## src/rtl/eth_tx_pkt_rr_arb.sv

```systemverilog
// Packet-granular round-robin arbiter that merges NUM_SRC AXI-S sources onto one
// registered TX stream. The grant is held from first beat to tlast, and XOFF is honoured only between packets.
module eth_tx_pkt_rr_arb #(
  parameter int NUM_SRC  = 4,
  parameter int DATA_W   = 64,
  parameter int CLIENT_W = 2,
  parameter int SRC_ID_W = (NUM_SRC > 1) ? $clog2(NUM_SRC) : 1
) (
  input  logic                           clk,
  input  logic                           rst_n,
  input  logic [NUM_SRC-1:0]             s_tvalid,
  output logic [NUM_SRC-1:0]             s_tready,
  input  logic [NUM_SRC*DATA_W-1:0]      s_tdata,
  input  logic [NUM_SRC*DATA_W/8-1:0]    s_tkeep,
  input  logic [NUM_SRC-1:0]             s_tlast,
  input  logic [NUM_SRC*CLIENT_W-1:0]    s_tuser_client,
  output logic                           m_tvalid,
  input  logic                           m_tready,
  output logic [DATA_W-1:0]              m_tdata,
  output logic [DATA_W/8-1:0]            m_tkeep,
  output logic                           m_tlast,
  output logic [CLIENT_W-1:0]            m_tuser_client,
  input  logic                           pause_xoff,
  output logic [SRC_ID_W-1:0]            grant_id,
  output logic                           pkt_done
);

  localparam int                  KEEP_W     = DATA_W / 8;
  localparam logic [SRC_ID_W:0]   LP_NUM_SRC = (SRC_ID_W + 1)'(NUM_SRC);
  localparam logic [SRC_ID_W-1:0] LP_LAST_ID = SRC_ID_W'(NUM_SRC - 1);

  typedef enum logic [0:0] {
    ST_IDLE   = 1'b0,
    ST_LOCKED = 1'b1
  } state_t;

  state_t                r_state;
  state_t                w_state_nxt;
  logic [SRC_ID_W-1:0]   r_rr_ptr;
  logic [SRC_ID_W-1:0]   r_grant_id;
  logic                  r_m_tvalid;
  logic [DATA_W-1:0]     r_m_tdata;
  logic [KEEP_W-1:0]     r_m_tkeep;
  logic                  r_m_tlast;
  logic [CLIENT_W-1:0]   r_m_tuser;
  logic                  r_pkt_done;

  logic                  w_load_en;
  logic [NUM_SRC-1:0]    w_gsel;
  logic [NUM_SRC-1:0]    w_s_tready;
  logic                  w_accept;
  logic                  w_accept_last;
  logic [DATA_W-1:0]     w_sel_data;
  logic [KEEP_W-1:0]     w_sel_keep;
  logic                  w_sel_last;
  logic [CLIENT_W-1:0]   w_sel_user;
  logic [SRC_ID_W:0]     w_scan_raw;
  logic [SRC_ID_W:0]     w_scan_sum;
  logic                  w_scan_hit;
  logic                  w_win_found;
  logic [SRC_ID_W-1:0]   w_win_id;

  assign w_load_en = !r_m_tvalid || m_tready;

  // One-hot decode of the held grant
  always_comb begin
    w_gsel             = '0;
    w_gsel[r_grant_id] = 1'b1;
  end

  // Payload mux for the granted source (AND-OR so it stays a flat mux)
  always_comb begin
    w_sel_data = '0;
    w_sel_keep = '0;
    w_sel_last = 1'b0;
    w_sel_user = '0;
    for (int i = 0; i < NUM_SRC; i++) begin
      w_sel_data = w_sel_data | (s_tdata[i*DATA_W +: DATA_W] & {DATA_W{w_gsel[i]}});
      w_sel_keep = w_sel_keep | (s_tkeep[i*KEEP_W +: KEEP_W] & {KEEP_W{w_gsel[i]}});
      w_sel_last = w_sel_last | (s_tlast[i] & w_gsel[i]);
      w_sel_user = w_sel_user | (s_tuser_client[i*CLIENT_W +: CLIENT_W] & {CLIENT_W{w_gsel[i]}});
    end
  end

  // Round-robin search: first requester at or after rr_ptr, wrapping modulo NUM_SRC
  always_comb begin
    w_win_found = 1'b0;
    w_win_id    = '0;
    w_scan_raw  = '0;
    w_scan_sum  = '0;
    w_scan_hit  = 1'b0;
    for (int i = 0; i < NUM_SRC; i++) begin
      w_scan_raw  = {1'b0, r_rr_ptr} + (SRC_ID_W + 1)'(i);
      w_scan_sum  = (w_scan_raw >= LP_NUM_SRC) ? (w_scan_raw - LP_NUM_SRC) : w_scan_raw;
      w_scan_hit  = !w_win_found && s_tvalid[w_scan_sum[SRC_ID_W-1:0]];
      w_win_id    = w_scan_hit ? w_scan_sum[SRC_ID_W-1:0] : w_win_id;
      w_win_found = w_win_found | w_scan_hit;
    end
  end

  // FSM state register
  always_ff @(posedge clk or negedge rst_n) begin
    if (!rst_n) begin
      r_state <= ST_IDLE;
    end else begin
      r_state <= w_state_nxt;
    end
  end

  // FSM next-state logic; XOFF is only looked at while idle
  always_comb begin
    w_state_nxt = r_state;
    case (r_state)
      ST_IDLE: begin
        if (!pause_xoff && w_win_found) begin
          w_state_nxt = ST_LOCKED;
        end else begin
          w_state_nxt = ST_IDLE;
        end
      end
      ST_LOCKED: begin
        if (w_accept_last) begin
          w_state_nxt = ST_IDLE;
        end else begin
          w_state_nxt = ST_LOCKED;
        end
      end
      default: w_state_nxt = ST_IDLE;
    endcase
  end

  // FSM outputs: ready goes only to the granted source, gated by output-stage space
  always_comb begin
    w_s_tready = '0;
    case (r_state)
      ST_LOCKED: w_s_tready = w_gsel & {NUM_SRC{w_load_en}};
      ST_IDLE:   w_s_tready = '0;
      default:   w_s_tready = '0;
    endcase
  end

  assign w_accept      = |(s_tvalid & w_s_tready);
  assign w_accept_last = w_accept && w_sel_last;

  // Grant index and round-robin pointer
  always_ff @(posedge clk or negedge rst_n) begin
    if (!rst_n) begin
      r_grant_id <= '0;
      r_rr_ptr   <= '0;
    end else begin
      if (r_state == ST_IDLE && w_state_nxt == ST_LOCKED) begin
        r_grant_id <= w_win_id;
      end
      if (w_accept_last) begin
        r_rr_ptr <= (r_grant_id == LP_LAST_ID) ? '0 : (r_grant_id + SRC_ID_W'(1));
      end
    end
  end

  // Single-register output stage; payload is frozen while the sink stalls
  always_ff @(posedge clk or negedge rst_n) begin
    if (!rst_n) begin
      r_m_tvalid <= 1'b0;
      r_m_tdata  <= '0;
      r_m_tkeep  <= '0;
      r_m_tlast  <= 1'b0;
      r_m_tuser  <= '0;
      r_pkt_done <= 1'b0;
    end else begin
      r_pkt_done <= w_accept_last;
      if (w_load_en) begin
        r_m_tvalid <= w_accept;
        if (w_accept) begin
          r_m_tdata <= w_sel_data;
          r_m_tkeep <= w_sel_keep;
          r_m_tlast <= w_sel_last;
          r_m_tuser <= w_sel_user;
        end
      end
    end
  end

  assign s_tready       = w_s_tready;
  assign m_tvalid       = r_m_tvalid;
  assign m_tdata        = r_m_tdata;
  assign m_tkeep        = r_m_tkeep;
  assign m_tlast        = r_m_tlast;
  assign m_tuser_client = r_m_tuser;
  assign grant_id       = r_grant_id;
  assign pkt_done       = r_pkt_done;

endmodule
```

## config.mk

```make
export PLATFORM = sky130hd
export DESIGN_NAME = eth_tx_pkt_rr_arb
export DESIGN_NICKNAME = d
export VERILOG_FILES = /design/src/rtl/eth_tx_pkt_rr_arb.sv
export SDC_FILE = /design/constraint.sdc
export NUM_CORES = 1
export LEC_CHECK = 0
export BUFFER_PORTS_ARGS = -buffer_cell sky130_fd_sc_hd__buf_2
export CAP_MARGIN = 20
export CORE_AREA = 2 2 152 154
export DETAILED_ROUTE_END_ITERATION = 12
export DIE_AREA = 0 0 154 156
export SKIP_LAST_GASP = 1
export SYNTH_ARGS = -nofsm -noshare
export SYNTH_HDL_FRONTEND = slang
export SYNTH_SLANG_ARGS = --single-unit
export TNS_END_PERCENT = 10
```

## constraint.sdc

```tcl
create_clock -name clk -period 1.96 [get_ports clk]
set_input_delay 0.098 -clock clk [delete_from_list [all_inputs] [get_ports clk]]
set_output_delay 0.098 -clock clk [all_outputs]
set_load 0.005 [all_outputs]
```

---- Word level (Yosys, flattened, before mapping) ----
Cells that the tools add are included.
storage, ports and cells
  bits in registers ....................... 82
  input bits .............................. 308
  output and inout bits ................... 83
  logic and storage cells ................. 100
cells by class
  add/subtract/negate cells ............... 8
  order comparisons ....................... 10
  equal/unequal tests ..................... 1
  mux-type cells .......................... 23
  bitwise logic cells ..................... 34
  reductions and logical operators ........ 15
operators with widths
  operator                                                                             number
  64-bit AND                                                                           4
  64-bit bitwise OR                                                                    3
  8-bit AND                                                                            4
  8-bit bitwise OR                                                                     3
  2-bit 2-to-1 mux                                                                     9
  2-bit by 3-bit less-than comparator with 1-bit output, second input constant         5
  3-bit greater-or-equal comparator, second input constant                             3
  2-bit AND                                                                            4
  4-bit AND                                                                            2
  1-bit binary-select mux with 2-bit select                                            4
  4-bit case mux with 2 select lines                                                   1
  2-bit by 1-bit subtractor with 2-bit output, second input constant                   4
  1-bit logical AND                                                                    7
  1-bit 2-to-1 mux                                                                     7
  2-bit by 2-bit adder with 3-bit output, second input constant                        2
  1-bit bitwise OR                                                                     6
  2-bit bitwise OR                                                                     3
  1-bit zero test                                                                      5
  1-bit AND                                                                            4
  4-bit OR reduction                                                                   1
  2-bit by 1-bit adder with 3-bit output, second input constant                        1
  2-bit by 3-bit greater-or-equal comparator with 1-bit output, second input constant  1
  2-bit by 1-bit adder with 2-bit output, second input constant                        1
  1-bit demux with 2-bit select                                                        1
  other kinds (6)                                                                      6

---- Longest topological paths before layout ----
  depth in word-level cells ............... 17
  mapped depth ............................ 8
  mapped depth without buffers ............ 6

---- Least setup slack after synthesis ----
Ideal clock, no wire load.
  kind .................................... reg-to-reg
  from .................................... register r_grant_id[0], in the netlist grant_id[0]
  to ...................................... register r_rr_ptr[0]
  library setup time ...................... 125 ps
  arrival ................................. 1,773 ps
  data required time ...................... 1,835 ps
  path slack .............................. 61 ps
  cell stages (with the launch flop) ...... 8
  buffers on the path ..................... 2
  period minus slack after synthesis ...... 1,899 ps
  cell sequence ........................... dfrtp_1 ha_1 buf_2 a22o_1 o211ai_4 buf_6 a21o_4 mux2_4
between the ends
  longest elaborated chain between the ends .. 9
  elaborated cells on any way between the ends .. 20
  those cells by class .................... 1 x add/sub; 2 x order compare; 1 x eq/ne; 4 x mux; 9 x bitwise; 3 x reduce/logical
RTL lines
  item                                                                                                                                                         line     RTL
  start: declaration                                                                                                                                           40       logic [SRC_ID_W-1:0] r_grant_id;
  start signal: assignment                                                                                                                                     152      r_grant_id <= w_win_id;
  2-bit by 3-bit less-than comparator with 1-bit output (not written as such) or 2-bit by 1-bit greater-or-equal comparator with 1-bit output (tied branches)  68       w_gsel[r_grant_id] = 1'b1;
  1-bit logical AND (not written as such)                                                                                                                      68
  1-bit 2-to-1 mux (not written as such)                                                                                                                       68
  1-bit demux with 2-bit select                                                                                                                                68
  4-bit AND or 1-bit AND (tied branches)                                                                                                                       136, 80
  4-bit case mux with 2 select lines or 1-bit bitwise OR (tied branches)                                                                                       135, 80
  4-bit AND or 1-bit bitwise OR (tied branches)                                                                                                                142, 80
  4-bit OR reduction or 1-bit bitwise OR (tied branches)                                                                                                       142, 80
  1-bit logical AND                                                                                                                                            143      assign w_accept_last = w_accept && w_sel_last;
  end signal: assignment                                                                                                                                       155      r_rr_ptr <= (r_grant_id == LP_LAST_ID) ? '0 : (r_grant_id + SRC_ID_W'(1));
  end: declaration                                                                                                                                             39       logic [SRC_ID_W-1:0] r_rr_ptr;
Several ways; a longest one is shown, not always the timed one.
A chain may end at the register's enable or synchronous reset.

---- Worst setup path after layout ----
  from .................................... register r_grant_id[0], in the netlist grant_id[0]
  to ...................................... register r_rr_ptr[1]
The elaborated chain is that of the path after synthesis.

==> impl_results.md <==
* Achievable Freq at 0.524 GHz
* Final nets at 1156
* FF-to-FF path depth at 7
* Die Y at 156 um
* Most common cell after layout, fill and taps aside: buf_2
* Hold Violations, Final at 0
* Yosys reg bits at 82
* Final min period at 1.91 ns
* Antenna violations before repair at 2
* Share of cells above drive strength 1 at 51.5%
* Via count at 5486
* Setup WS post-layout at 0.0519 ns
* Synthesized area at 0.00454 sq mm
* Total core area at 0.0224 sq mm
* Sequential element share of the synthesized area at 45.2%
* Remaining antenna violation count at 0
* Total Routed Length at 19.7 mm
* Post-placement cell count at 1113
* Vias in the first global route at 5113
* Total iterations of the first detailed-routing run at 4
* Syn-to-layout area delta at 61.5%
* FF-to-FF setup slack at 0.05 ns
* Clock slew at reported path FFs at 0.06 ns
* Storage element area at 0.00205 sq mm
* CP Class: register to register
* Worst slack, placed at 0.0778 ns
* Critical path arrival at 2.13 ns
* Distinct cells, synth at 27
* Clock sink count at 82
* Setup crit end kind: register
* Die ar. at 0.0240 sq mm
* First-pass GRT wire length at 28.4 mm
* Drc violations at 0
* Syn_area_per_cell at 9.68 sq um
* YS warnings at 0
* P_leak at 3.77 nW
* DP HPWL at 15.0 mm
* Critical Path Source Type: register
* Largest net degree at the start of global routing at 80
* Commonest non-fill, non-tap cells in the layout: 389 x buf_2, 81 x dfrtp_1, 79 x nand2_1
* Mean routed wirelength per cell at 17.4 um
* Standard-cell rows at 55
* Setup Viol. Count Final at 0
* Post-Layout Cell Count at 1135
* H-tree levels at 3
* Max Cap Violations at 0
* Worst min path class: input port to register
* Fin crit share at 97.4%
* Gr usage total at 15.1%
* CP required at 2.18 ns
* Hold path cells at 3
* GRT overflow at 0
* Area of the multi-input gates at 0.00225 sq mm
* Worst Skew at 0.0108 ns
* CTS tree: yes
* Worst Path Max Fanout at 5
* Worst skew pair latency at 0.34 ns
* Starting Density at 20.3%
* Slew Viols, Final at 0
* Fillers at 2338
* CTS root buf: clkbuf_16
* Deepest clock path buffer count at 2
* DIE WIDTH at 154 um
* Starting DRT DRC Count at 304
* Worst-margin pin slew at 0.522 ns
* PwrDens at 1550 mW/mm^2
* Hold WS at 0.0526 ns
* Max rail drop VDD at 796 uV
* Syn_nets at 781
* Worst slew margin at 65.2%
* Overall power at 0.0113 W
* Total CTS buffers at 9
* PortBufs at 390
* Status: finished clean
* Routability cong. at 0.770
* Drt via density at 4.83
* I/O pin cnt at 391
* Cell count after synthesis at 469
per-layer routing:
metal,vias to the layer above,share of wire [%],global-route usage [%]
met4,0,1.4,4.14
met3,14,8.4,3.58
met1,2596,41,19.0
li1,2594,-,-
met2,282,49,26.0
met5,-,0,0
cells in the mapped netlist:
| library cell | instances | area [sq um] |
|---|---|---|
| a21bo_2 | 1 | 10.0 |
| buf_6 | 1 | 11.3 |
| a22oi_1 | 3 | 22.5 |
| mux2i_1 | 1 | 10.0 |
| buf_2 | 8 | 40.0 |
| buf_4 | 8 | 60.1 |
| dfrtp_1 | 82 | 2050 |
| o221ai_1 | 1 | 8.76 |
| o211ai_4 | 1 | 21.3 |
| nor2_1 | 2 | 7.51 |
| nand2_1 | 79 | 297 |
| clkbuf_2 | 1 | 5.00 |
| a21o_4 | 1 | 15.0 |
| mux2_4 | 2 | 30.0 |
| a22o_1 | 76 | 666 |
| clkbuf_1 | 26 | 97.6 |
| nand3_1 | 1 | 5.00 |
| o2bb2ai_1 | 1 | 8.76 |
| ha_1 | 4 | 50.1 |
| o41ai_1 | 1 | 8.76 |
| o21ai_0 | 77 | 385 |
| and3_1 | 4 | 25.0 |
| inv_1 | 6 | 22.5 |
| buf_1 | 5 | 18.8 |
| a221oi_1 | 74 | 648 |
| a21oi_1 | 2 | 10.0 |
| nand2b_1 | 1 | 6.26 |
timing repair:
item	4_1_cts	5_1_grt
hold buffers	1	0
setup endpoints to repair	0	50
setup buffers	0	2
gates resized for setup	0	2
hold endpoints to repair	37	0
cells by family after synthesis:
logic type	Yosys count	share of synthesized area, %
AND/OR/NAND/NOR	87	7.49
flip-flops	82	45.2
adder cells (fa/ha/maj)	4	1.10
buffers and inverters	55	5.62
AO/OA/AOI/OAI	238	39.7
multiplexers	3	0.882
critical path, stage by stage, from the launching register on:
cell      delay [ns]
dfrtp_1         0.41
inv_2           0.08
ha_2            0.21
a22o_1          0.25
o211ai_4        0.25
buf_12          0.17
a21o_4          0.12
mux2_4          0.29
per-stage QoR:
| step | TNS (ns) | area [sq um] | utilization [%] |
|---|---|---|---|
| 6_report | 0 | 7340 | 32.8 |
| 5_1_grt | -0.00524 | 7330 | 32.8 |
| 4_1_cts | 0 | 7250 | 32.4 |
| 3_5_place_dp | 0 | 6900 | 30.9 |
| 3_3_place_gp | 0 | 6900 | 30.9 |
| 2_1_floorplan | 0 | 4540 | - |
report_power, final:
| part | internal (W) | switching [W] | leakage, nW |
|---|---|---|---|
| Clock | 0.00128 | 0.000713 | 0.166 |
| Sequential | 0.00251 | 0.000447 | 1.03 |
| Combinational | 0.00299 | 0.00341 | 2.58 |
final cells by class:
cell class / instances / share of cell area (%)
Timing Repair Buffer: 413 / 31.4
Clock buffer: 11 / 3.31
Tap cell: 285 / 4.86
Sequential cell: 82 / 28.0
Inverter: 6 / 0.307
Clock inverter: 4 / 1.35
Antenna cell: 2 / 0.0682
Multi-Input combinational cell: 332 / 30.7
flip-flops by register name (all words and copies together), names as in the netlist:
name and flops:
m_tdata 64, m_tkeep 8, grant_id 2, m_tuser_client 2, r_rr_ptr 2, m_tlast 1
m_tvalid 1, pkt_done 1, r_state 1
path summary, 6_finish.rpt:
kind                               from          end
hold reg to reg             m_tdata[32]  m_tdata[32]
max in group asynchronous         rst_n   m_tkeep[6]
setup reg to reg            grant_id[0]  r_rr_ptr[1]
min in group asynchronous         rst_n  m_tdata[39]
setup / recovery            grant_id[0]  r_rr_ptr[1]
hold / removal             s_tdata[169]  m_tdata[41]
(Power assumes the default switching activity.)
